**src/rtl/led_sched_pkg.sv**
```systemverilog
// Shared encodings and pattern helpers for the LED pattern scheduler.
package led_sched_pkg;

    typedef enum logic [1:0] {
        MODE_OFF    = 2'd0,
        MODE_FLOW_L = 2'd1,
        MODE_FLOW_R = 2'd2,
        MODE_BLINK  = 2'd3
    } mode_e;

    typedef enum logic [1:0] {
        S_OFF  = 2'd0,
        S_LOAD = 2'd1,
        S_RUN  = 2'd2
    } state_e;

    localparam logic [3:0] PAT_OFF    = 4'b0000;
    localparam logic [3:0] PAT_FLOW_L = 4'b0001;
    localparam logic [3:0] PAT_FLOW_R = 4'b1000;
    localparam logic [3:0] PAT_BLINK  = 4'b1111;

    // Pattern shown immediately after a mode is (re)loaded.
    function automatic logic [3:0] start_pattern(input mode_e m);
        case (m)
            MODE_FLOW_L: return PAT_FLOW_L;
            MODE_FLOW_R: return PAT_FLOW_R;
            MODE_BLINK:  return PAT_BLINK;
            default:     return PAT_OFF;
        endcase
    endfunction

    // Pattern after one step of the given mode.
    function automatic logic [3:0] step_pattern(input mode_e m, input logic [3:0] cur);
        case (m)
            MODE_FLOW_L: return {cur[2:0], cur[3]};
            MODE_FLOW_R: return {cur[0], cur[3:1]};
            MODE_BLINK:  return ~cur;
            default:     return cur;
        endcase
    endfunction

endpackage

```
**src/rtl/led_tick_gen.sv**
```systemverilog
// Step prescaler: counts 0..TICK_CYCLES-1 while enabled and pulses tick on
// the last count. clear forces the count back to 0.
module led_tick_gen #(
    parameter int TICK_CYCLES = 10_000_000
) (
    input  logic clk,
    input  logic rst,
    input  logic clear,
    input  logic enable,
    output logic tick
);

    localparam int             CW   = $clog2(TICK_CYCLES);
    localparam logic [CW-1:0]  LAST = CW'(TICK_CYCLES - 1);

    logic [CW-1:0] count;

    // Prescaler register; holds its value while not enabled.
    always_ff @(posedge clk) begin
        // NOTE: state registers use non-blocking assignments so every flop
        // samples the pre-edge values of the others.
        if (rst || clear) begin
            count <= '0;
        end else if (enable) begin
            count <= (count == LAST) ? '0 : count + CW'(1);
        end
    end

    assign tick = enable && (count == LAST);

endmodule

```
**src/rtl/led_pattern_sched.sv**
```systemverilog
// LED pattern scheduler: host command port plus a key that cycles modes,
// driving a 4-bit LED pattern stepped every TICK_CYCLES clocks.
// Optional feature: define LED_SCHED_PAUSE_EN to add a pause input that
// freezes the running pattern and its prescaler.
module led_pattern_sched
    import led_sched_pkg::*;
#(
    parameter int TICK_CYCLES = 10_000_000
) (
    input  logic       sys_clk,
    input  logic       sys_rst,
    input  logic       cmd_valid,
    input  logic [1:0] cmd_mode,
    output logic       cmd_ready,
    input  logic       key_pulse,
`ifdef LED_SCHED_PAUSE_EN
    input  logic       pause,
`endif
    output logic [3:0] led,
    output logic [1:0] mode,
    output logic       tick
);

    state_e     state_q, state_d;
    mode_e      mode_q, mode_d;
    logic [3:0] led_q, led_d;

    logic accept_cmd;
    logic accept_key;
    logic load_req;
    logic paused;
    logic run_en;
    logic step_tick;

`ifdef LED_SCHED_PAUSE_EN
    assign paused = pause;
`else
    assign paused = 1'b0;
`endif

    // The command port wins; a key in the same cycle is dropped.
    assign cmd_ready  = !sys_rst && (state_q != S_LOAD);
    assign accept_cmd = cmd_valid && cmd_ready;
    assign accept_key = key_pulse && cmd_ready && !accept_cmd;
    assign load_req   = accept_cmd || accept_key;

    // Prescaler only runs in S_RUN; it is held at 0 elsewhere, including the
    // S_LOAD cycle that follows an accept.
    assign run_en = (state_q == S_RUN) && !paused && !sys_rst;

    led_tick_gen #(
        .TICK_CYCLES (TICK_CYCLES)
    ) u_tick_gen (
        .clk    (sys_clk),
        .rst    (sys_rst),
        .clear  ((state_q != S_RUN) || load_req),
        .enable (run_en),
        .tick   (step_tick)
    );

    // Next-state, next-mode and next-pattern decode.
    always_comb begin
        // NOTE: every output gets a default first so no path leaves a
        // signal unassigned, which would infer a latch.
        state_d = state_q;
        mode_d  = mode_q;
        led_d   = led_q;

        case (state_q)
            S_LOAD: begin
                led_d   = start_pattern(mode_q);
                state_d = (mode_q == MODE_OFF) ? S_OFF : S_RUN;
            end
            S_RUN: begin
                if (step_tick) begin
                    led_d = step_pattern(mode_q, led_q);
                end
            end
            default: ;
        endcase

        if (accept_cmd) begin
            mode_d  = mode_e'(cmd_mode);
            state_d = S_LOAD;
        end else if (accept_key) begin
            mode_d  = mode_e'(mode_q + 2'd1);
            state_d = S_LOAD;
        end
    end

    // State, mode and LED registers with synchronous reset.
    always_ff @(posedge sys_clk) begin
        if (sys_rst) begin
            state_q <= S_OFF;
            mode_q  <= MODE_OFF;
            led_q   <= PAT_OFF;
        end else begin
            state_q <= state_d;
            mode_q  <= mode_d;
            led_q   <= led_d;
        end
    end

    assign led  = led_q;
    assign mode = mode_q;
    assign tick = step_tick;

endmodule

```
**config.mk**
```make
export PLATFORM = sky130hd
export DESIGN_NAME = led_pattern_sched
export DESIGN_NICKNAME = d
export VERILOG_FILES = /design/src/rtl/led_sched_pkg.sv /design/src/rtl/led_tick_gen.sv /design/src/rtl/led_pattern_sched.sv
export SDC_FILE = /design/constraint.sdc
export NUM_CORES = 1
export LEC_CHECK = 0
export ABC_AREA = 1
export BUFFER_PORTS_ARGS = -buffer_cell sky130_fd_sc_hd__buf_2
export CAP_MARGIN = 20
export CORE_MARGIN = 5
export CORE_UTILIZATION = 35
export DETAILED_ROUTE_END_ITERATION = 12
export GPL_ROUTABILITY_DRIVEN = 0
export PLACE_DENSITY_LB_ADDON = 0.1
export SYNTH_ARGS = -nofsm -noshare
export SYNTH_HDL_FRONTEND = slang
export SYNTH_SLANG_ARGS = --single-unit
```
**constraint.sdc**
```tcl
create_clock -name sys_clk -period 2.45 [get_ports sys_clk]
set_input_delay 0.1225 -clock sys_clk [delete_from_list [all_inputs] [get_ports sys_clk]]
set_output_delay 0.1225 -clock sys_clk [all_outputs]
set_load 0.02 [all_outputs]
```
==> flow_summary.json <==
{
  "ys_dominant_reg_cell": "dfxtp_1",
  "p_leak_nw": 0.827,
  "cts_tree": "done",
  "first_iter_violations": 101,
  "yosysTopAreaCell": "dfxtp_1",
  "synth_edf_count": 0,
  "drc": 0,
  "syn_area_sq_mm": 0.00196,
  "setup_viol_count_final": 0,
  "fmax_mhz": 552,
  "yosysMostFrequentCell": "nand2_1",
  "syn_to_final_growth_pct": 12.0,
  "drt_first_pass_iters": 4,
  "power_frac_comb": 0.225,
  "pwr-share-seq": 0.452,
  "die_h_microns": 84.9,
  "cp_slowest_stage_delay_ps": 330,
  "status": "finished clean",
  "grt.overflow.total": 0,
  "finalCriticalPeriod_ps": 1810,
  "path_max_fanout": 8,
  "switching_share": 0.326,
  "min-delay-path-class": "in -> reg",
  "clock_skew_ps": 3.24,
  "drv_cap": 0,
  "intPower_uw": 895,
  "avgRoutedWirePerCell_microns": 12.0,
  "hold_viol": 0,
  "drive_gt1_frac": 0.162,
  "grt_max_degree": 13,
  "yosysTopAreaCellShare": 0.327,
  "insertion_delay_ps": 280,
  "ant_nets": 0,
  "synthArstFlopShare": 0,
  "critPathLaunchType": "flop",
  "ctsHtreeMaxLevel": 2,
  "hold_buffers": 0,
  "grt_first_pass_wirelength_mm": 8.02,
  "critical_path_class": "reg -> reg",
  "cts_root_buf": "clkbuf_8",
  "clk_pin_slew_ps": 70,
  "grtUsageTotal": 0.136,
  "fill_cells": 620,
  "p_clk_frac": 0.324,
  "finalCritPeriodShare": 0.739,
  "end_kind": "flop",
  "num_antenna_cells": 0,
  "avgSynthCellArea_sq_um": 6.79,
  "yosys_warnings": 0,
  "cp_slowest_cell": "dfxtp_1",
  "max_slew_margin": 0.645,
  "tightest_slew_ps": 532,
  "vias": 1824,
  "synth_common_cells": "nand2_1, nor2_1, inv_1",
  "arrival_ps": 1990,
  "peakVddDrop_mv": 0.359,
  "rsz0062_at_grt": "no",
  "via_per_inst": 4.80,
  "std_cell_rows": 27,
  "syn_nets": 303,
  "dp.final_hpwl_mm": 3.53,
  "worstPathRequired_ps": 2630,
  "synth.area.top_cells": "dfxtp_1, nand2_1, nor2_1",
  "cp_top_family": "simple AND/OR/NAND/NOR gates",
  "cp_common_cell": "nand2_1",
  "start_util": 0.358,
  "grt_pass1_vias": 1836,
  "seq_area_frac_synth": 0.327,
  "holdWs_ps": 61.2,
  "cts_buffers": 5,
  "layout.nets": 321,
  "final_util": 0.401,
  "wirelength_mm": 4.54,
  "die-area_sq_mm": 0.00720,
  "critical_path.cell_chain": "inv_1, ha_1, nand2_2, inv_4, nand2_1, nor2_2, nand2_1, nor3_1, nor2_1",
  "ios": 14,
  "core_area_sq_mm": 0.00547,
  "cp_num_buf_inv": 2,
  "cts_resized": 0,
  "ys_seq_elements": 32,
  "antenna_found_initial": 0,
  "clockBufferDepth": 2,
  "p_per_area_mw_per_mm2": 604,
  "die_w_microns": 84.9,
  "portBuffers": 13,
  "syn_inst": 289,
  "synth.distinct_cells": 32,
  "netSwitchingPower_uw": 433,
  "clock-sinks": 32,
  "cts_setup_buffers": 0,
  "maxSlewViolCount": 0,
  "setup_tns_ps": 0
}
[layer usage]
layer	vias to the layer above	GRT usage	wire length [microns]
met2	34	0.230	2140
met1	812	0.166	2140
met3	9	0.0350	183
li1	969	-	-
met4	0	0.0489	77
met5	-	0	0
[metrics by stage]
stage               setup slack, ps  power [mW]  instances  area (sq um)
CTS                             642        1.35        380          2200
detailed placement              651       0.913        372          2110
global placement                661       0.920        372          2110
floorplan                       675       0.828        289          1960
global route                    462        1.42        380          2200
finish                          639        1.33        380          2200
[flip-flops by register name, indices dropped and copies added, names as in the netlist]
register / cells
u_tick_gen.count: 24
led: 4
state_q: 2
mode: 2
[final timing paths]
| check | cells past startpoint | slack (ps) | startpoint | end |
|---|---|---|---|---|
| min | 3 | 60 | key_pulse | state_q[0] |
| max reg2reg | 9 | 640 | state_q[0] | u_tick_gen.count[14] |
| min reg2reg | 1 | 450 | u_tick_gen.count[0] | u_tick_gen.count[0] |
| max | 9 | 640 | state_q[0] | u_tick_gen.count[14] |
[area by class of cell]
| cell class | count | area, sq um | area share |
|---|---|---|---|
| clock buffers | 8 | 90.1 | 0.0410 |
| inverters | 42 | 160 | 0.0729 |
| multi-input cells | 212 | 1140 | 0.521 |
| flip-flops and latches | 32 | 641 | 0.292 |
| well taps | 72 | 90.1 | 0.0410 |
| repair buffers | 14 | 72.6 | 0.0330 |
[power groups by stage]
stage / clock network [mW] / logic, mW / registers, mW
after global routing: 0.470 / 0.342 / 0.606
after CTS: 0.448 / 0.303 / 0.602
final: 0.430 / 0.298 / 0.600
after detailed placement: 0 / 0.300 / 0.613
after floorplan: 0 / 0.192 / 0.636
after global placement: 0 / 0.307 / 0.613
[cells by family (layout without fill, tap and decap cells)]
| family | count (synthesis) | in the layout | share of synthesized area |
|---|---|---|---|
| buffers and inverters | 45 | 64 | 0.0906 |
| DFF | 32 | 32 | 0.327 |
| adders and majority gates | 8 | 8 | 0.0510 |
| and+or+nand+nor | 171 | 171 | 0.427 |
| xor gates and xnor gates | 2 | 2 | 0.00893 |
| AOI/OAI and AO/OA | 31 | 31 | 0.0957 |
[cell usage in the layout, fill, tap and decap left out, types with 2 or more instances in the layout]
cell / synthesis / final
a21oi_1: 16 / 16
buf_2: 2 / 13
clkbuf_1: 0 / 2
clkbuf_8: 0 / 6
dfxtp_1: 32 / 32
ha_1: 8 / 8
inv_1: 39 / 39
inv_2: 2 / 2
nand2_1: 53 / 53
nand2_2: 8 / 8
nand3_1: 22 / 22
nand3_2: 2 / 2
nand3b_1: 3 / 3
nand4_1: 6 / 6
nor2_1: 48 / 48
nor2_2: 4 / 4
nor2_4: 4 / 4
nor3_1: 11 / 11
nor3_2: 2 / 2
nor3b_1: 2 / 2
nor4_1: 2 / 2
o211ai_1: 6 / 6
o21ai_0: 4 / 4
o21ai_2: 2 / 2
or2_2: 2 / 2
[worst min-delay path: stages]
cell     delay (ps)
buf_2            80
o21ai_2          50
nand2_1          50
Power figures use the tool's default switching activity.
